File: src/rtl/ola_trigger_pkg.sv
// Shared definitions for the logic-analyser trigger stages: compare modes,
// FSM state encoding and the per-sample event rule.
package ola_trigger_pkg;

    localparam logic [1:0] MODE_LEVEL  = 2'd0;
    localparam logic [1:0] MODE_RISE   = 2'd1;
    localparam logic [1:0] MODE_FALL   = 2'd2;
    localparam logic [1:0] MODE_CHANGE = 2'd3;

    typedef enum logic [1:0] {
        ST_IDLE  = 2'd0,
        ST_ARMED = 2'd1,
        ST_FIRED = 2'd2
    } state_t;

    // Edge modes need a valid history sample; level mode does not.
    function automatic logic eval_event(
        input logic [1:0] mode,
        input logic       m,
        input logic       prev_m,
        input logic       prev_ok,
        input logic       changed
    );
        logic evt;
        evt = 1'b0;
        case (mode)
            MODE_LEVEL:  evt = m;
            MODE_RISE:   evt = prev_ok & m & ~prev_m;
            MODE_FALL:   evt = prev_ok & ~m & prev_m;
            MODE_CHANGE: evt = prev_ok & changed;
            default:     evt = 1'b0;
        endcase
        return evt;
    endfunction

endpackage

File: src/rtl/ola_trigger_delay.sv
// DEPTH-stage shift line carrying a valid qualifier alongside a data word;
// every stage is cleared by the asynchronous active-low reset.
module ola_trigger_delay #(
    parameter int WIDTH = 9,
    parameter int DEPTH = 2
) (
    input  logic             clock,
    input  logic             reset_n,
    input  logic             in_valid,
    input  logic [WIDTH-1:0] in_data,
    output logic             out_valid,
    output logic [WIDTH-1:0] out_data
);

    logic [DEPTH-1:0] vld_p;
    logic [WIDTH-1:0] data_p [DEPTH];

    always_ff @(posedge clock or negedge reset_n) begin
        if (!reset_n) begin
            vld_p <= '0;
            for (int i = 0; i < DEPTH; i++) begin
                data_p[i] <= '0;
            end
        end else begin
            vld_p[0]  <= in_valid;
            data_p[0] <= in_data;
            for (int i = 1; i < DEPTH; i++) begin
                vld_p[i]  <= vld_p[i-1];
                data_p[i] <= data_p[i-1];
            end
        end
    end

    assign out_valid = vld_p[DEPTH-1];
    assign out_data  = data_p[DEPTH-1];

endmodule

File: src/rtl/ola_trigger_match.sv
// Masked value/edge trigger matcher with hit counter; the firing flag rides the
// sample delay line so out_trigger lines up with the sample that caused it.
module ola_trigger_match
    import ola_trigger_pkg::*;
#(
    parameter int WIDTH  = 8,
    parameter int DEPTH  = 2,
    parameter int CWIDTH = 16
) (
    input  logic              clock,
    input  logic              reset_n,
    input  logic              cfg_arm,
    input  logic [WIDTH-1:0]  cfg_mask,
    input  logic [WIDTH-1:0]  cfg_value,
    input  logic [1:0]        cfg_mode,
    input  logic [CWIDTH-1:0] cfg_count,
    input  logic              in_valid,
    input  logic [WIDTH-1:0]  in_sample,
    output logic              out_valid,
    output logic [WIDTH-1:0]  out_sample,
    output logic              out_trigger,
    output logic              out_armed,
    output logic              out_fired
);

    localparam logic [CWIDTH:0]   ONE_EXT = (CWIDTH+1)'(1);
    localparam logic [CWIDTH-1:0] ONE     = CWIDTH'(1);

    logic [WIDTH-1:0]  mask_q;
    logic [WIDTH-1:0]  value_q;
    logic [1:0]        mode_q;
    logic [CWIDTH-1:0] count_q;
    logic              prev_m_q;
    logic [WIDTH-1:0]  prev_s_q;
    logic              prev_ok_q;
    logic [CWIDTH-1:0] hits_q;
    logic [CWIDTH-1:0] hits_d;
    state_t            state_q;
    state_t            state_d;
    logic              armed_q;
    logic              fired_q;

    logic [WIDTH-1:0]  masked;
    logic              m;
    logic              evt;
    logic              evaluate;
    logic [CWIDTH-1:0] count_eff;
    logic              reach;
    logic              fire;
    logic              trig_d;

    assign masked    = in_sample & mask_q;
    assign m         = (masked == (value_q & mask_q));
    assign evt       = eval_event(mode_q, m, prev_m_q, prev_ok_q, masked != prev_s_q);
    // An arm in the same cycle takes priority; that sample is neither evaluated nor recorded.
    assign evaluate  = in_valid & ~cfg_arm;
    assign count_eff = (count_q == '0) ? ONE : count_q;
    assign reach     = (({1'b0, hits_q} + ONE_EXT) >= {1'b0, count_eff});

    always_comb begin
        state_d = state_q;
        hits_d  = hits_q;
        fire    = 1'b0;
        if (cfg_arm) begin
            state_d = ST_ARMED;
            hits_d  = '0;
        end else if (evaluate && evt && (state_q == ST_ARMED)) begin
            if (reach) begin
                fire    = 1'b1;
                state_d = ST_FIRED;
            end else begin
                hits_d = hits_q + ONE;
            end
        end
    end

    always_ff @(posedge clock or negedge reset_n) begin
        if (!reset_n) begin
            state_q   <= ST_IDLE;
            hits_q    <= '0;
            armed_q   <= 1'b0;
            fired_q   <= 1'b0;
            mask_q    <= '0;
            value_q   <= '0;
            mode_q    <= '0;
            count_q   <= '0;
            prev_m_q  <= 1'b0;
            prev_s_q  <= '0;
            prev_ok_q <= 1'b0;
        end else begin
            state_q <= state_d;
            hits_q  <= hits_d;
            armed_q <= (state_q == ST_ARMED);
            fired_q <= (state_q == ST_FIRED);
            if (cfg_arm) begin
                mask_q    <= cfg_mask;
                value_q   <= cfg_value;
                mode_q    <= cfg_mode;
                count_q   <= cfg_count;
                prev_ok_q <= 1'b0;
            end else if (in_valid) begin
                prev_m_q  <= m;
                prev_s_q  <= masked;
                prev_ok_q <= 1'b1;
            end
        end
    end

    // Stage boundary: sample and its trigger flag enter the DEPTH-cycle delay line together.
    ola_trigger_delay #(
        .WIDTH (WIDTH + 1),
        .DEPTH (DEPTH)
    ) u_delay (
        .clock     (clock),
        .reset_n   (reset_n),
        .in_valid  (in_valid),
        .in_data   ({fire, in_sample}),
        .out_valid (out_valid),
        .out_data  ({trig_d, out_sample})
    );

    assign out_trigger = out_valid & trig_d;
    assign out_armed   = armed_q;
    assign out_fired   = fired_q;

endmodule
File: config.mk
export PLATFORM = sky130hd
export DESIGN_NAME = ola_trigger_match
export DESIGN_NICKNAME = d
export VERILOG_FILES = /design/src/rtl/ola_trigger_pkg.sv /design/src/rtl/ola_trigger_delay.sv /design/src/rtl/ola_trigger_match.sv
export SDC_FILE = /design/constraint.sdc
export NUM_CORES = 1
export LEC_CHECK = 0
export CAP_MARGIN = 5
export CORE_MARGIN = 1.5
export CORE_UTILIZATION = 63
export CTS_CLUSTER_SIZE = 24
export DETAILED_ROUTE_END_ITERATION = 7
export DONT_BUFFER_PORTS = 1
export PLACE_DENSITY = 0.77
export SLEW_MARGIN = 20
export SYNTH_ARGS = -nofsm -noshare
export SYNTH_HDL_FRONTEND = slang
export SYNTH_SLANG_ARGS = --single-unit
File: constraint.sdc
create_clock -name clock -period 4.1 [get_ports clock]
set_clock_uncertainty 0.1 [all_clocks]
set_input_delay 0.615 -clock clock [delete_from_list [all_inputs] [get_ports clock]]
set_output_delay 0.615 -clock clock [all_outputs]
set_load 0.01 [all_outputs]
Yosys cells after proc, flatten, opt, wreduce, memory -nomap -nowiden
Index checks and enable logic that the tools add are counted.
- memories kept: 0
- bits of input ports: 46
- register bits: 84
- bits in read-only memories: 0
- latch bits: 0
- memory bits (writable): 0
- output and inout port bits: 12
- word-level logic and storage cells: 60
- reduce and logical (&&, ||, !) cells: 10
- magnitude comparators: 1
- multiplexer cells: 13
- equal/unequal tests: 8
- divide/modulo/power cells: 0
- multiply operators: 0
- add/sub/neg operators: 2
- bitwise gates (word level): 12
- shifts and indexed selects: 0
- operators with widths (kind ; number):
    2-to-1 mux 16 bit ; 4
    adder 16 x 1 -> 17 bit (second input constant) ; 1
    greater-or-equal comparator 17 x 16 -> 1 bit ; 1
    adder 16 x 1 -> 16 bit (second input constant) ; 1
    AND 8 bit ; 2
    zero test 16 bit ; 1
    equality test 8 bit ; 1
    != test 8 bit ; 1
    AND 1 bit ; 7
    equality test 2 bit (second input constant) ; 3
    2-to-1 mux 2 bit ; 3
    AND reduction 2 bit ; 3
    nonzero test 2 bit ; 3
    2-to-1 mux 1 bit ; 5
    equality test 2 x 1 -> 1 bit (second input constant) ; 2
    case mux 1 bit (4 select lines) ; 1
    NOT 1 bit ; 3
    logical AND 1 bit ; 2
    zero test 2 bit ; 1
    != test 2 bit (second input constant) ; 1

Logic depth before layout (Yosys ltp)
Gate-level depths: netlist of the first run.
- depth in word-level cells: 10
- mapped depth: 17

Modules after synthesis
From an unflattened synthesis of the first run, not the netlist that was laid out.
- cell total of the unflattened synthesis: 348
- area total of the unflattened synthesis: 3992.6 µm²
- modules (own cells, without submodules) (module ; instances ; area an instance (µm²) ; cells each):
    ola_trigger_match ; 1 ; 3424.5 ; 319
    ola_trigger_delay ; 1 ; 568.0 ; 29

Least setup slack after synthesis of the first run
Ideal clock, no wire load.
- path type: reg-to-reg
- from: register hits_q[2]
- to: register hits_q[11]
- setup time: 125 ps
- slack: 792 ps
- arrival: 3083 ps
- path buffers: 2
- clock period less this slack: 3308 ps
- cell stages (with the launch flop): 16
- cells stage by stage: dfrtp_1 > and3_1 > and3_1 > and2_1 > nand4_1 > and2_1 > or2_2 > ha_1 > nand4_1 > nor2_1 > a221oi_1 > and4_4 > buf_6 > and2_4 > buf_6 > mux2_4
- longest elaborated chain between the ends: 4
- elaborated cells on any way between the ends: 8
- ends and longest elaborated chain (item ; RTL line ; RTL):
    from (decl) ; ola_trigger_match.sv:36 ; logic [CWIDTH-1:0] hits_q;
    from (signal assigned) ; ola_trigger_match.sv:92 ; hits_q <= hits_d;
    adder 16 x 1 -> 17 bit / adder 16 x 1 -> 16 bit (equally long branches) ; ola_trigger_match.sv:58, ola_trigger_match.sv:72 ;
    greater-or-equal comparator 17 x 16 -> 1 bit / 2-to-1 mux 16 bit (equally long branches) ; ola_trigger_match.sv:58, ola_trigger_match.sv:68 ;
    != test 2 bit (no source line) / 2-to-1 mux 16 bit (equally long branches) ; -- ;
    AND reduction 2 bit (no source line) / 2-to-1 mux 16 bit (equally long branches) ; -- ;
Parallel ways exist; a longest one is shown, timed or not. The select of a mux whose other input is x is not followed.
A chain may end at the register's enable or synchronous reset.

Final worst setup path of the first run
Same ends and word-level chain as after synthesis.

==> qor.yml, run 1 <==
syn_avg_cell_area_sq_um: 10.9
yosysWarnings: 0
nets: 423
grtUsageTotal: 0.221
synthArstFlopShare: 1.00
drive_above_1_share: 0.157
viasPerCell: 5.78
yosys_register_bits: 84
gp_congestion: 0.813
ys_types: 43
fin_tns_setup_ns: 0
cp_data_arrival_time_ns: 3.81
die-area_sq_mm: 0.00686
area_growth_pct: 4.05
pwr_density_cell_mw_per_mm2: 378
power_leakage_nw: 1.94
slew_headroom: 0.589
fp.dieW_um: 82.8
start_kind: "register"
crit_required_ns: 4.24
wl_per_cell_um: 16.0
io_buffers: 0
setup.worst_path.end_class: "register"
maxUsedRoutingLayer: "met4"
synth_nets: 432
ir_drop_mv: 0.299
yosysSeqAreaShare: 0.524
cts_root_buf: "clkbuf_8"
globalRouteOverflowTotal: 0
worstMarginPinSlew_ns: 0.617
numCtsBuffers: 9
cp_max_fo: 16
placed_area_sq_mm: 0.00398
final_hold_viol_count: 0
antenna_found_initial: 0
first_pass_iters: 4
wl_met2_mm: 2.93
tritoncts: "done"
core_sq_mm: 0.00603
power_mw: 1.58
drt_iter0_drc: 122
grt_first_pass_wirelength_mm: 12.1
cts_sinks: 84
drc: 0
ctsResizeCount: 0
finalSetupViolCount: 0
wl_met3_um: 386
boundaryPins: 58
cap_violations: 0
dp_hpwl_mm: 4.96
stdcell_area_sq_mm: 0.00418
chipHeight_um: 82.8
synth_area_sq_mm: 0.00401
synth_edf_count: 0
fmax_mhz: 272
reg2reg_slack_ns: 0.43
status: "finished, final reports clean"
htree_levels: 3
layout_min_cycle_time_ns: 3.67
finalCritPeriodShare: 0.896
synthFlopType: "dfrtp_1"
initial_core_util: 0.666
max-clock-path-buffers: 2
clk_latency_ns: 0.35
met1_length_mm: 3.58
grt_start_max_net_pins: 85
clk_pin_slew_worst_paths_ns: 0.09
maxSlewViolCount: 0
diodes: 0
syn_inst: 369
worstSetupPathType: "register to register"
drtAntennaViolNets: 0
hold_class: "primary input to async pin"
placementRows: 28
vias: 2537
rsz0062_at_grt: "false"
grt_pass1_vias: 2436
wl_mm: 7.03
==> repair_timing <==
| item | 4_1_cts | 5_1_grt |
|---|---|---|
| hold buffers | 1 | 0 |
| setup buffers | 0 | 0 |
| hold endpoints to repair | 84 | 0 |
==> worst paths after layout <==
path / from / to / depth (start not counted)
max: hits_q[2] / hits_q[11] / 13
min: reset_n / count_q[5] / 1
max reg2reg: hits_q[2] / hits_q[11] / 13
min reg2reg: u_delay.data_p[10] / u_delay.out_data[1] / 0
max in group asynchronous: reset_n / hits_q[6] / 1
min in group clock: in_sample[3] / u_delay.data_p[12] / 0
==> flip-flops by register name, indices dropped and copies added, names as in the netlist <==
name              count
count_q              16
hits_q               16
mask_q                8
mode_q                2
out_armed             1
out_fired             1
prev_m_q              1
prev_ok_q             1
prev_s_q              8
state_q               2
u_delay.data_p        9
u_delay.out_data      9
u_delay.vld_p         2
value_q               8
==> routing by layer <==
| metal | up-vias | GRT usage |
|---|---|---|
| met3 | 12 | 0.0497 |
| met5 | - | 0 |
| met4 | 0 | 0.0848 |
| met2 | 69 | 0.289 |
| li1 | 1238 | - |
| met1 | 1218 | 0.357 |
==> cell usage in the layout, fill, tap and decap left out, types with 2 or more instances in the layout <==
master	synthesis	layout
clkinvlp_4	0	4
nand3_1	20	20
nand2b_1	16	16
nand4_2	2	2
xor2_1	15	15
a21o_1	3	3
ha_1	17	17
nand4_1	4	4
nor2_1	8	8
nor3_1	3	3
nor2b_1	2	2
o21ai_2	11	11
and2_1	3	3
xnor2_1	14	14
o21ai_0	32	32
a41o_1	2	2
dfrtp_1	84	84
inv_6	0	2
inv_1	18	18
nor4_1	4	4
mux2_2	19	19
and3_1	4	4
clkbuf_8	0	9
or2_2	2	2
nand2_1	41	41
a21oi_1	5	5
a22oi_1	4	4
==> cell usage after synthesis, types with 2 or more instances <==
master,n,area share
a41o_1,2,0.0050
xor2_1,15,0.033
and3_1,4,0.0062
a21o_1,3,0.0056
mux2_2,19,0.053
nand4_2,2,0.0062
nand4_1,4,0.0062
buf_4,8,0.015
buf_1,2,0.0019
o21ai_2,11,0.024
o21ai_0,32,0.040
nor3_1,3,0.0037
ha_1,17,0.053
a22oi_1,4,0.0075
buf_2,2,0.0025
and2_1,3,0.0047
or2_2,2,0.0031
nor2b_1,2,0.0031
a21oi_1,5,0.0062
dfrtp_1,84,0.52
nand2b_1,16,0.025
nor2_1,8,0.0075
nand3_1,20,0.025
inv_1,18,0.017
nand2_1,41,0.038
nor4_1,4,0.0062
xnor2_1,14,0.031
clkbuf_1,7,0.0065
buf_6,3,0.0084
==> cell families (layout without fill, tap and decap cells) <==
logic type | count (synthesis) | count (layout) | synth area share
compound gates | 62 | 62 | 0.0982
xor+xnor | 29 | 29 | 0.0633
fa+ha+maj | 17 | 17 | 0.0530
buf+inv | 40 | 35 | 0.0511
flops | 84 | 84 | 0.524
mux | 21 | 21 | 0.0595
simple gates | 116 | 116 | 0.151
==> report_power, final <==
part	internal, mW	switching [mW]	leakage (nW)
logic	0.0662	0.0752	0.822
registers	0.881	0.0361	1.04
clock network	0.220	0.301	0.0744
==> area by class of cell <==
| cell class | instances | area, sq um |
|---|---|---|
| clock buffers | 9 | 124 |
| clock inverters | 6 | 47.5 |
| fillers | 459 | 1850 |
| inverters | 18 | 67.6 |
| multi-input cells | 245 | 1710 |
| flip-flops and latches | 84 | 2100 |
| well taps | 75 | 93.8 |
| repair buffers | 2 | 35.0 |
==> metrics by stage <==
stage | instances | hold WS [ns] | setup WS (ns) | util
6_report | 439 | 0.0664 | 0.428 | 0.693
5_1_grt | 439 | 0.0937 | 0.139 | 0.693
4_1_cts | 439 | 0.0752 | 0.403 | 0.693
3_5_place_dp | 423 | 0.221 | 0.422 | 0.660
3_3_place_gp | 423 | 0.221 | 0.542 | 0.660
2_1_floorplan | 369 | 0.219 | 0.792 | -
==> critical path, cell delays in order (launching register included) <==
cell      delay (ns)
dfrtp_1         0.43
and3_1          0.21
and3_1          0.19
and2_1          0.20
nand4_1         0.16
and2_1          0.20
or2_2           0.29
ha_1            0.29
nand4_1         0.09
nor2_1          0.05
a221oi_1        0.30
and4_4          0.39
and2_4          0.33
mux2_4          0.32
(Power assumes the default switching activity.)
==> run 2: changes to the inputs <==
Settings changed: CELL_PAD_IN_SITES_DETAIL_PLACEMENT from default to 1, CELL_PAD_IN_SITES_GLOBAL_PLACEMENT from default to 2, CORE_UTILIZATION 63 to 41.
==> qor.yml, run 2 (synthesis gave the netlist of run 1 again) <==
worst_slack_ns: 0.348  # -0.0796 ns
swShare: 0.276  # +0.0151
p_seq_frac: 0.564  # -0.016
slowest_delay_ns: 0.43  # about the same
dp.cells: 478  # +13%
combPwrFrac: 0.090  # about the same
boundaryPins: 58  # unchanged
rsz0062_at_grt: "false"
area_growth_pct: 6.17
finalSetupViolCount: 0  # unchanged
reg2reg_from: "hits_q[2]"
status: "finished, final reports clean"
first_pass_iters: 4  # unchanged
wl_per_cell_um: 16.8  # +4.7%
placementRows: 35  # +25%
power_mw: 1.63  # +3.0%
crit_required_ns: 4.25  # about the same
clk_latency_ns: 0.35  # about the same
numCtsBuffers: 9  # unchanged
critPathSlowestCell: "dfrtp_1"
dp_hpwl_mm: 5.94  # +20%
cp_data_arrival_time_ns: 3.90  # +0.09 ns
critPathTopFamily: "simple AND/OR/NAND/NOR gates"
vias: 2555  # +0.71%
maxSlewViolCount: 0  # unchanged
diodes: 0  # unchanged
start_kind: "register"
worstPathCellList: "and3_1, and3_1, and2_1, nand4_1, and2_1, or2_2, ha_1, nand4_1, nor2_1, a221oi_1, and4_4, and2_4, mux2_4"
top_regs: "count_q: 16 flops, hits_q: 16 flops"
htree_levels: 3  # unchanged
ir_drop_mv: 0.178  # -40%
worstSetupPathType: "register to register"
hold_slack_ns: 0.0465  # -0.0200 ns
hold_class: "primary input to async pin"
rr_worst_depth: 13  # unchanged
fin_tns_setup_ns: 0  # unchanged
grt_start_max_net_pins: 85  # unchanged
drc: 0  # unchanged
grt_first_pass_wirelength_mm: 13.7  # +14%
slew_headroom: 0.722  # +0.133
antenna_found_initial: 0  # unchanged
core_sq_mm: 0.00937  # +56%
setup.worst_path.end_class: "register"
final_hold_viol_count: 0  # unchanged
clk_pin_slew_worst_paths_ns: 0.10  # about the same
grtUsageTotal: 0.174  # -0.0472
fp.dieW_um: 102  # +23%
chipHeight_um: 102  # +23%
stdcell_area_sq_mm: 0.00426  # +2.0%
drtAntennaViolNets: 0  # unchanged
globalRouteOverflowTotal: 0  # unchanged
initial_core_util: 0.428  # -0.238
power_leakage_nw: 1.96  # +0.96%
layout_min_cycle_time_ns: 3.75  # +0.0796 ns
viasPerCell: 5.16  # -11%
tritoncts: "done"
worstMarginPinSlew_ns: 0.417  # -0.200 ns
drive_above_1_share: 0.161  # +0.00461
cp_max_fo: 16  # unchanged
nets: 424  # +0.24%
final_util: 0.455  # -0.238
post-cts-setup-buffer-count: 0  # unchanged
wl_mm: 8.30  # +18%
max-clock-path-buffers: 2  # unchanged
intPower_mw: 1.18  # +0.86%
fmax_mhz: 267  # -2.1%
die-area_sq_mm: 0.0104  # +52%
cts_root_buf: "clkbuf_8"
clockPowerShare: 0.345  # +0.015
gp_congestion: 0.837  # +3.0%
io_buffers: 0  # unchanged
layout_common_cells: "84 x dfrtp_1, 41 x nand2_1, 32 x o21ai_0, 20 x nand3_1, 19 x mux2_2"
crit_buf_inv: 0  # unchanged
pre_cts_slack_ns: 0.378  # -0.0448 ns
cts_sinks: 84  # unchanged
finalNonFillerCells: 495  # +13%
placed_area_sq_mm: 0.00405  # +1.9%
drt_iter0_drc: 135  # +11%
final_common_cell: "dfrtp_1"
regToRegEndpoint: "hits_q[11]"
reg2reg_slack_ns: 0.35  # -0.08 ns
power.switching_mw: 0.449  # +8.9%
grt_pass1_vias: 2694  # +11%
pwr_density_cell_mw_per_mm2: 382  # +0.91%
cap_violations: 0  # unchanged
finalCritPeriodShare: 0.915  # +0.0194
run 2: changes by cell type in the layout (fill, tap and decap cells not counted), sizes merged:
cell | before | now
buf | 2 | 3
inv | 20 | 22
clkinvlp | 4 | 2
clkinv | 0 | 1
run 2: worst max path at each step:
stage / start / end / slack [ns] / depth (start not counted)
5_1_grt: hits_q[2] / hits_q[11] / 0.13 / 13
3_3_place_gp: hits_q[2] / hits_q[11] / 0.48 / 13
4_1_cts: hits_q[2] / hits_q[11] / 0.35 / 13
6_report: hits_q[2] / hits_q[11] / 0.35 / 13
3_5_place_dp: hits_q[2] / hits_q[11] / 0.38 / 13
2_1_floorplan: hits_q[2] / hits_q[11] / 0.79 / 15
run 2: layer usage:
layer | GRT usage | share of wire
met5 | 0 | 0
met3 | 0.0458 | 0.044
met2 | 0.255 | 0.43
met4 | 0.0506 | 0.0092
met1 | 0.255 | 0.51
run 2: power groups by stage:
| stage | Clock, mW | Combinational [mW] | Sequential (mW) |
|---|---|---|---|
| finish | 0.562 | 0.147 | 0.919 |
| floorplan | 0 | 0.119 | 0.922 |
| detailed placement | 0 | 0.131 | 0.936 |
| CTS | 0.583 | 0.152 | 0.920 |
| global placement | 0 | 0.125 | 0.933 |
| global route | 0.614 | 0.171 | 0.926 |
run 2: timing repair:
action	4_1_cts	5_1_grt
endpoints found under the hold margin	84	0
hold buffers	1	0
setup endpoints to repair	0	0
resized for setup	0	0
run 2: cell type report:
| type | count | area (sq um) |
|---|---|---|
| Clock buffer | 9 | 124 |
| Clock inverter | 7 | 57.6 |
| Fill cell | 1067 | 5110 |
| Inverter | 18 | 67.6 |
| Multi-Input combinational cell | 245 | 1710 |
| Sequential cell | 84 | 2100 |
| Tap cell | 129 | 161 |
| Timing Repair Buffer | 3 | 42.5 |
